--- config.mk ---
export PLATFORM = sky130hd
export DESIGN_NAME = mux_n_to_1_pipe
export DESIGN_NICKNAME = d
export VERILOG_FILES = /design/src/rtl/mux_pkg.sv /design/src/rtl/mux_n_sel.sv /design/src/rtl/mux_n_to_1_pipe.sv
export SDC_FILE = /design/constraint.sdc
export NUM_CORES = 1
export LEC_CHECK = 0
export CORE_ASPECT_RATIO = 0.9
export CORE_UTILIZATION = 45
export CTS_CLUSTER_DIAMETER = 30
export CTS_CLUSTER_SIZE = 28
export DETAILED_ROUTE_END_ITERATION = 6
export GPL_TIMING_DRIVEN = 0
export PLACE_DENSITY = 0.87
export SYNTH_ARGS = -nofsm -noshare
export SYNTH_HDL_FRONTEND = slang
export SYNTH_HIERARCHICAL = 1
export SYNTH_SLANG_ARGS = --single-unit
--- constraint.sdc ---
create_clock -name clk -period 4.4 [get_ports clk]
set_clock_uncertainty 0.05 [all_clocks]
set_input_delay 0.88 -clock clk [delete_from_list [all_inputs] [get_ports clk]]
set_output_delay 0.88 -clock clk [all_outputs]
set_load 0.01 [all_outputs]
--- src/rtl/mux_pkg.sv ---
// rtl/mux_pkg.sv - shared constants and beat type for the N:1 pipelined operand select
package mux_pkg;

  localparam int DEFAULT_WIDTH = 32;
  localparam int XFER_CNT_W    = 16;
  localparam int MAX_SEL_W     = 8;

  // One buffered beat at the default datapath geometry; the select field is
  // wide enough for any practical channel count.
  typedef struct packed {
    logic [DEFAULT_WIDTH-1:0] data;
    logic [MAX_SEL_W-1:0]     sel;
    logic                     bad;
  } beat_t;

endpackage

--- src/rtl/mux_n_sel.sv ---
// rtl/mux_n_sel.sv - combinational channel select, channel-1 narrowing and bad-select detect
module mux_n_sel
  import mux_pkg::*;
#(
  parameter int WIDTH    = DEFAULT_WIDTH,
  parameter int NUM_IN   = 4,
  parameter int NARROW_W = 3,
  localparam int SEL_W   = $clog2(NUM_IN)
) (
  input  logic [NUM_IN*WIDTH-1:0] data,
  input  logic [SEL_W-1:0]        sel,
  output logic [WIDTH-1:0]        sel_data,
  output logic                    bad
);

  // Channel 1 keeps only its low NARROW_W bits; zero means full width.
  localparam logic [WIDTH-1:0] NARROW_MASK =
    (NARROW_W == 0) ? {WIDTH{1'b1}} : ({WIDTH{1'b1}} >> (WIDTH - NARROW_W));

  // Pick the addressed channel; an out-of-range select yields zero and flags bad.
  always_comb begin
    sel_data = '0;
    bad      = 1'b0;
    if (int'(sel) >= NUM_IN) begin
      bad = 1'b1;
    end else begin
      for (int k = 0; k < NUM_IN; k++) begin
        if (sel == SEL_W'(k)) begin
          sel_data = data[k*WIDTH +: WIDTH];
        end
      end
      if (sel == SEL_W'(1)) begin
        sel_data = data[WIDTH +: WIDTH] & NARROW_MASK;
      end
    end
  end

endmodule

--- src/rtl/mux_n_to_1_pipe.sv ---
// rtl/mux_n_to_1_pipe.sv - N:1 operand select with valid/ready, output register and skid; MUX_XFER_CNT_EN enables xfer_cnt
module mux_n_to_1_pipe
  import mux_pkg::*;
#(
  parameter int WIDTH    = DEFAULT_WIDTH,
  parameter int NUM_IN   = 4,
  parameter int NARROW_W = 3,
  localparam int SEL_W   = $clog2(NUM_IN)
) (
  input  logic                    clk,
  input  logic                    reset,
  input  logic [NUM_IN*WIDTH-1:0] in_data,
  input  logic [SEL_W-1:0]        in_sel,
  input  logic                    in_valid,
  output logic                    in_ready,
  output logic [WIDTH-1:0]        out_data,
  output logic [SEL_W-1:0]        out_sel,
  output logic                    out_bad,
  output logic                    out_valid,
  input  logic                    out_ready,
  output logic                    err_sticky,
  input  logic                    err_clr,
  output logic [XFER_CNT_W-1:0]   xfer_cnt
);

  // Beat at this instance's geometry.
  typedef struct packed {
    logic [WIDTH-1:0] data;
    logic [SEL_W-1:0] sel;
    logic             bad;
  } slot_t;

  slot_t            out_q;
  slot_t            skid_q;
  slot_t            new_beat;
  logic             out_valid_q;
  logic             skid_valid_q;
  logic             err_q;
  logic [WIDTH-1:0] sel_data;
  logic             sel_bad;
  logic             accept;
  logic             drain;

  mux_n_sel #(
    .WIDTH    (WIDTH),
    .NUM_IN   (NUM_IN),
    .NARROW_W (NARROW_W)
  ) u_sel (
    .data     (in_data),
    .sel      (in_sel),
    .sel_data (sel_data),
    .bad      (sel_bad)
  );

  // Ready depends only on registered skid state, never on out_ready.
  assign in_ready = !skid_valid_q && !reset;
  assign accept   = in_valid && in_ready;
  assign drain    = out_valid_q && out_ready;

  assign new_beat.data = sel_data;
  assign new_beat.sel  = in_sel;
  assign new_beat.bad  = sel_bad;

  assign out_data   = out_q.data;
  assign out_sel    = out_q.sel;
  assign out_bad    = out_q.bad;
  assign out_valid  = out_valid_q;
  assign err_sticky = err_q;

  // Two-entry FIFO: output register in front, skid behind it.
  always_ff @(posedge clk or posedge reset) begin
    if (reset) begin
      out_q        <= '0;
      skid_q       <= '0;
      out_valid_q  <= 1'b0;
      skid_valid_q <= 1'b0;
    end else if (drain) begin
      // accept cannot coincide with a full skid because in_ready is low then
      if (skid_valid_q) begin
        out_q        <= skid_q;
        skid_valid_q <= 1'b0;
      end else if (accept) begin
        out_q <= new_beat;
      end else begin
        out_valid_q <= 1'b0;
      end
    end else if (!out_valid_q) begin
      if (accept) begin
        out_q       <= new_beat;
        out_valid_q <= 1'b1;
      end
    end else if (accept) begin
      skid_q       <= new_beat;
      skid_valid_q <= 1'b1;
    end
  end

  // Sticky illegal-select flag; a new bad accept beats a same-cycle clear.
  always_ff @(posedge clk or posedge reset) begin
    if (reset) begin
      err_q <= 1'b0;
    end else if (accept && sel_bad) begin
      err_q <= 1'b1;
    end else if (err_clr) begin
      err_q <= 1'b0;
    end
  end

`ifdef MUX_XFER_CNT_EN
  logic [XFER_CNT_W-1:0] cnt_q;

  // Saturating count of accepted transfers, cleared only by reset.
  always_ff @(posedge clk or posedge reset) begin
    if (reset) begin
      cnt_q <= '0;
    end else if (accept && (cnt_q != {XFER_CNT_W{1'b1}})) begin
      cnt_q <= cnt_q + 1'b1;
    end
  end

  assign xfer_cnt = cnt_q;
`else
  assign xfer_cnt = '0;
`endif

endmodule

==> impl_metrics.py, run 1 <==
metrics = {
    "die": {
        "fp.coreArea_sq_mm": 0.00865,
        "io-pin-count": 189,
        "start_util": 0.466,
        "fp.dieH_um": 91.8,
        "row_count": 32,
        "die_x_um": 102,
        "design.die.area_sq_mm": 0.00934,
    },
    "critical_path": {
        "worst-setup-path-type": "input pin to primary output",
        "cp_cell_sequence": "clkdlybuf4s50_1 -> nor2_1 -> clkdlybuf4s50_1",
        "cp-end-kind": "primary output",
        "arrival_ns": 2.06,
        "crit_fanout": 4,
        "required_ns": 3.47,
        "critPathMaxStageDelay_ns": 0.54,
        "cpMostUsedCell": "clkdlybuf4s50_1",
        "crit_slowest_cell": "clkdlybuf4s50_1",
        "crit_start": "reset",
        "regToRegStartpoint": "skid_valid_q$_DFFE_PP0P_",
        "start_kind": "input pin",
    },
    "sta": {
        "slew_violations": 0,
        "finalSetupViolations": 0,
        "relSlewSlack": 0.398,
        "whs_ns": 0.454,
        "min_period_over_period": 0.679,
        "rsz0062_at_grt": "no",
        "fin_setup_tns_ns": 0,
        "min_period_ns": 2.99,
        "worst_pin_slew_ns": 0.903,
        "fmax_mhz": 335,
        "hold_viol_final": 0,
    },
    "worst_hold_path": {
        "min_from": "skid_q[28]$_DFFE_PP0P_",
        "hp-class": "register to register",
    },
    "clocking": {
        "cts_resized": 0,
        "h-tree-depth": 3,
        "cts_made_buffers": 9,
        "clock-sinks": 73,
        "cts_tree": "yes",
        "cts_root_buf": "clkbuf_8",
        "hold_buffers": 0,
        "path_clk_slew_ns": 0.08,
        "max-clock-path-buffers": 2,
        "clock_latency_ns": 0.35,
        "post_cts_buffers": 0,
    },
    "place": {
        "dpl.hpwl_mm": 7.17,
        "gp_congestion": 0.717,
        "portBuffers": 143,
    },
    "global_route": {
        "gr-total-overflow": 0,
        "grtUsageTotal": 0.218,
        "antenna_found_initial": 0,
        "grt_max_degree": 75,
        "grt_pass1_vias": 3223,
        "grt_pass1_wl_mm": 15.5,
    },
    "route": {
        "vias": 3023,
        "drt_iter0_markers": 34,
        "drtPass1Iterations": 4,
        "routedWlPerCell_um": 16.3,
        "route.detailed.drc": 0,
        "via_per_inst": 5.13,
        "postRouteWirelength_mm": 9.62,
        "ant_nets": 0,
    },
    "synthesis": {
        "synth.area.top_cells": "dfrtp_1, mux2_2, mux2i_1, o2bb2ai_1, buf_4",
        "yosys_warnings": 6,
        "yosys.area.top_type": "dfrtp_1",
        "syn_area_sq_mm": 0.00403,
        "avgSynthCellArea_sq_um": 13.6,
        "synth_top_area_frac": 0.453,
        "synth_seq_area_share": 0.453,
        "syn_inst": 296,
        "yosysUniqueCellTypes": 24,
        "ys_ff_latch": 73,
    },
    "finish": {
        "nets": 600,
        "final_layout_size_suffix_gt1_frac": 0.340,
        "areaGrowthSynthToFinish_pct": 45.6,
        "n_antenna_cell": 0,
    },
    "power": {
        "leakage_nw": 2.56,
        "p_per_area_mw_per_mm2": 477,
        "peakVddDrop_mv": 0.248,
    },
    "flow_run": {
        "max_cap_violations": 0,
    },
    "run_status": {
        "status": "completed",
    },
}
state kept, by name (all words and copies together) (netlist names):
| signal | count |
|---|---|
| err_sticky | 1 |
| out_bad | 1 |
| out_data | 32 |
| out_sel | 2 |
| out_valid | 1 |
| skid_q | 35 |
| skid_valid_q | 1 |
power breakdown:
group	internal, mW	switching (mW)	total (mW)
Clock	0.276	0.246	0.522
Combinational	0.739	0.409	1.15
Sequential	0.970	0.160	1.13
Total	1.98	0.815	2.80
synthesized netlist by cell type, drive strengths merged:
master and n:
a21oi 2, a31oi 1, and2 1, and2b 1, buf 35, clkbuf 2, conb 2, dfrtp 73
inv 3, mux2 103, mux2i 29, mux4 3, nand2 4, nand3 1, nor2 1, nor3b 1
o21ai 2, o22a 2, o2bb2ai 29, or3b 1
critical path: cells and delay by family:
kind          cells  cell delay, ns
buf+inv           2            1.04
simple gates      1            0.14
cell type report:
type	instances	area, sq um
plain buffers	37	295
multi-input cells	198	1950
repair buffers	143	1430
inverters	3	13.8
clock buffers	11	141
well taps	119	149
fillers	687	2780
flip-flops and latches	73	1830
clock inverters	5	55.1
final timing paths:
path,end,slack [ns],depth (start not counted)
min in group asynchronous,out_valid$_DFFE_PP0P_,1.14,2
max reg2reg,out_data[0]$_DFFE_PP0P_,2.42,4
max,in_ready,1.41,3
min,skid_q[28]$_DFFE_PP0P_,0.45,1
min reg2reg,skid_q[28]$_DFFE_PP0P_,0.45,1
max in group asynchronous,skid_q[21]$_DFFE_PP0P_,2.58,2
logic make-up (layout without fill, tap and decap cells):
kind of cell	after synthesis	after routing	synth area share
mux	135	135	0.377
flops	73	73	0.453
buf+inv	40	199	0.0761
compound gates	36	36	0.0767
simple gates	10	10	0.0152
other cells	2	17	0.00186
through the flow:
step	worst slack (ns)	cell area, sq um	total power [mW]	util	cells
finish	1.41	5860	2.80	0.678	589
global route	1.38	5860	2.97	0.678	589
CTS	1.41	5860	2.83	0.678	589
detailed placement	1.41	5670	2.30	0.655	573
global placement	0.394	5670	2.25	0.655	573
floorplan	1.52	4090	1.74	-	311
cell usage in the layout, fill, tap and decap left out, types with 4 or more instances in the layout:
| cell | instances |
|---|---|
| clkdlybuf4s50_1 | 143 |
| mux2_2 | 103 |
| dfrtp_1 | 73 |
| mux2i_1 | 29 |
| o2bb2ai_1 | 29 |
| buf_4 | 18 |
| conb_1 | 17 |
| clkbuf_8 | 10 |
| buf_2 | 9 |
| buf_6 | 6 |
| nand2_1 | 4 |
per-layer routing:
layer	track usage	share of wire	up-vias
met5	0	0	-
met4	0.0857	0.025	0
met3	0.0526	0.052	23
met2	0.385	0.51	113
met1	0.251	0.41	1482
li1	-	-	1405
No activity file was read; power rests on OpenSTA's default activity.
==> run 2: changes to the inputs <==
- CORE_UTILIZATION: 45 -> 42
- PLACE_DENSITY: 0.87 -> 0.82
- clock period: 4.4 -> 2.75 ns (I/O delays scaled with it)
==> run 2 against run 1 <==
Compared with the run above:
- power is 63% higher
- sequential cell count is the same
- register-to-register slack got worse by 1.6 ns
- largest cell class unchanged
==> impl_metrics.py, run 2 (same netlist as run 1, synthesis figures left out) <==
metrics = {
    "route": {
        "drtPass1Iterations": 3,
        "postRouteWirelength_mm": 9.68,
        "top_layer": "met4",
        "wl_met3_um": 676,
        "wl_met2_mm": 4.85,
        "vias": 2979,
        "drt_iter0_markers": 47,
        "route.detailed.drc": 0,
        "met1_length_mm": 3.96,
        "ant_nets": 0,
        "routedWlPerCell_um": 16.4,
        "via_per_inst": 5.03,
    },
    "critical_path": {
        "critPathMaxStageDelay_ns": 0.57,
        "crit_family": "buffers and inverters",
        "regToRegStartpoint": "skid_valid_q$_DFFE_PP0P_",
        "start_kind": "input pin",
        "cp-end-kind": "primary output",
        "crit_slowest_cell": "clkdlybuf4s50_1",
        "arrival_ns": 1.78,
        "crit_fanout": 4,
        "cp_cell_sequence": "clkdlybuf4s50_1 -> nor2_1 -> clkdlybuf4s50_1",
        "path_buf_inv": 2,
        "required_ns": 2.15,
        "worst-setup-path-type": "input pin to primary output",
        "cpMostUsedCell": "clkdlybuf4s50_1",
        "crit_start": "reset",
    },
    "place": {
        "gp_congestion": 0.700,
        "portBuffers": 143,
        "dpl.hpwl_mm": 7.31,
        "dp_slack_ns": 0.122,
    },
    "power": {
        "p_per_area_mw_per_mm2": 775,
        "leakage_nw": 2.57,
        "peakVddDrop_mv": 0.379,
    },
    "die": {
        "design.die.area_sq_mm": 0.00999,
        "fp.coreArea_sq_mm": 0.00921,
        "io-pin-count": 189,
        "row_count": 33,
        "start_util": 0.438,
        "die_x_um": 105,
        "fp.dieH_um": 94.9,
    },
    "global_route": {
        "grt_pass1_vias": 3209,
        "gr-total-overflow": 0,
        "grt_pass1_wl_mm": 15.7,
        "antenna_found_initial": 0,
        "grtUsageTotal": 0.206,
        "grt_max_degree": 75,
    },
    "sta": {
        "fmax_mhz": 420,
        "min_period_over_period": 0.866,
        "hold_viol_final": 0,
        "min_period_ns": 2.38,
        "relSlewSlack": 0.394,
        "fin_ws_ns": 0.369,
        "rsz0062_at_grt": "no",
        "worst_pin_slew_ns": 0.909,
        "finalSetupViolations": 0,
        "slew_violations": 0,
    },
    "worst_hold_path": {
        "hp-class": "register to register",
        "min_from": "skid_q[18]$_DFFE_PP0P_",
    },
    "finish": {
        "largest_reg_flops": 35,
        "areaGrowthSynthToFinish_pct": 46.2,
        "layout_commonest_cell": "clkdlybuf4s50_1",
        "largest-register": "skid_q",
        "final_layout_size_suffix_gt1_frac": 0.343,
        "utilization": 0.640,
        "final_cell_mix": "clkdlybuf4s50_1, mux2_2, dfrtp_1",
        "n_antenna_cell": 0,
        "nets": 600,
    },
    "clocking": {
        "path_clk_slew_ns": 0.08,
        "cts_made_buffers": 9,
        "clock-sinks": 73,
        "post_cts_buffers": 0,
        "cts_tree": "yes",
        "cts_root_buf": "clkbuf_8",
        "clock_latency_ns": 0.34,
        "max-clock-path-buffers": 2,
        "hold_buffers": 0,
        "h-tree-depth": 3,
        "cts_resized": 0,
    },
    "run_status": {
        "status": "completed",
    },
    "flow_run": {
        "max_cap_violations": 0,
    },
}
==> run 2: path summary, 6_finish.rpt <==
kind / slack [ns] / endpoint / cells past startpoint
worst max-delay path: 0.37 / in_ready / 3
worst min-delay path: 0.46 / skid_q[18]$_DFFE_PP0P_ / 1
worst max register to register: 0.78 / out_data[13]$_DFFE_PP0P_ / 4
worst min register to register: 0.46 / skid_q[18]$_DFFE_PP0P_ / 1
max in group asynchronous: 1.26 / skid_q[2]$_DFFE_PP0P_ / 2
min in group asynchronous: 0.78 / skid_valid_q$_DFFE_PP0P_ / 2
==> run 2: power breakdown <==
group | leakage [nW] | internal [mW] | switching [mW]
Combinational | 1.55 | 1.18 | 0.656
Clock | 0.109 | 0.510 | 0.412
Sequential | 0.912 | 1.55 | 0.255
Total | 2.57 | 3.24 | 1.32
==> run 2: cell type report <==
cell class,count,area (sq um)
Buffer,37,295
Clock buffer,9,124
Clock inverter,7,95.1
Fill cell,760,3320
Inverter,3,13.8
Multi-Input combinational cell,198,1950
Sequential cell,73,1830
Tap cell,122,153
Timing Repair Buffer,143,1430
==> run 2: worst reg2reg max path, delay by kind of cell (launching register included) <==
family,cells,cell delay [ns]
multiplexers,1,0.35
flip-flops,1,0.45
AND/OR/NAND/NOR,1,0.43
AO/OA/AOI/OAI,1,0.35
buffers and inverters,1,0.23
==> run 2: per-layer routing <==
layer | up-vias | GRT usage
li1 | 1396 | -
met3 | 16 | 0.0476
met1 | 1452 | 0.232
met4 | 0 | 0.0845
met2 | 115 | 0.377
met5 | - | 0
==> run 2: through the flow <==
stage | cell area (sq um) | instances | hold slack [ns] | power, mW | TNS, ns
2_1_floorplan | 4090 | 311 | 0.425 | 2.79 | 0
3_3_place_gp | 5670 | 576 | 0.432 | 3.61 | -69.57
3_5_place_dp | 5670 | 576 | 0.444 | 3.69 | 0
4_1_cts | 5890 | 592 | 0.461 | 4.62 | 0
5_1_grt | 5890 | 592 | 0.470 | 4.84 | 0
6_report | 5890 | 592 | 0.457 | 4.57 | 0
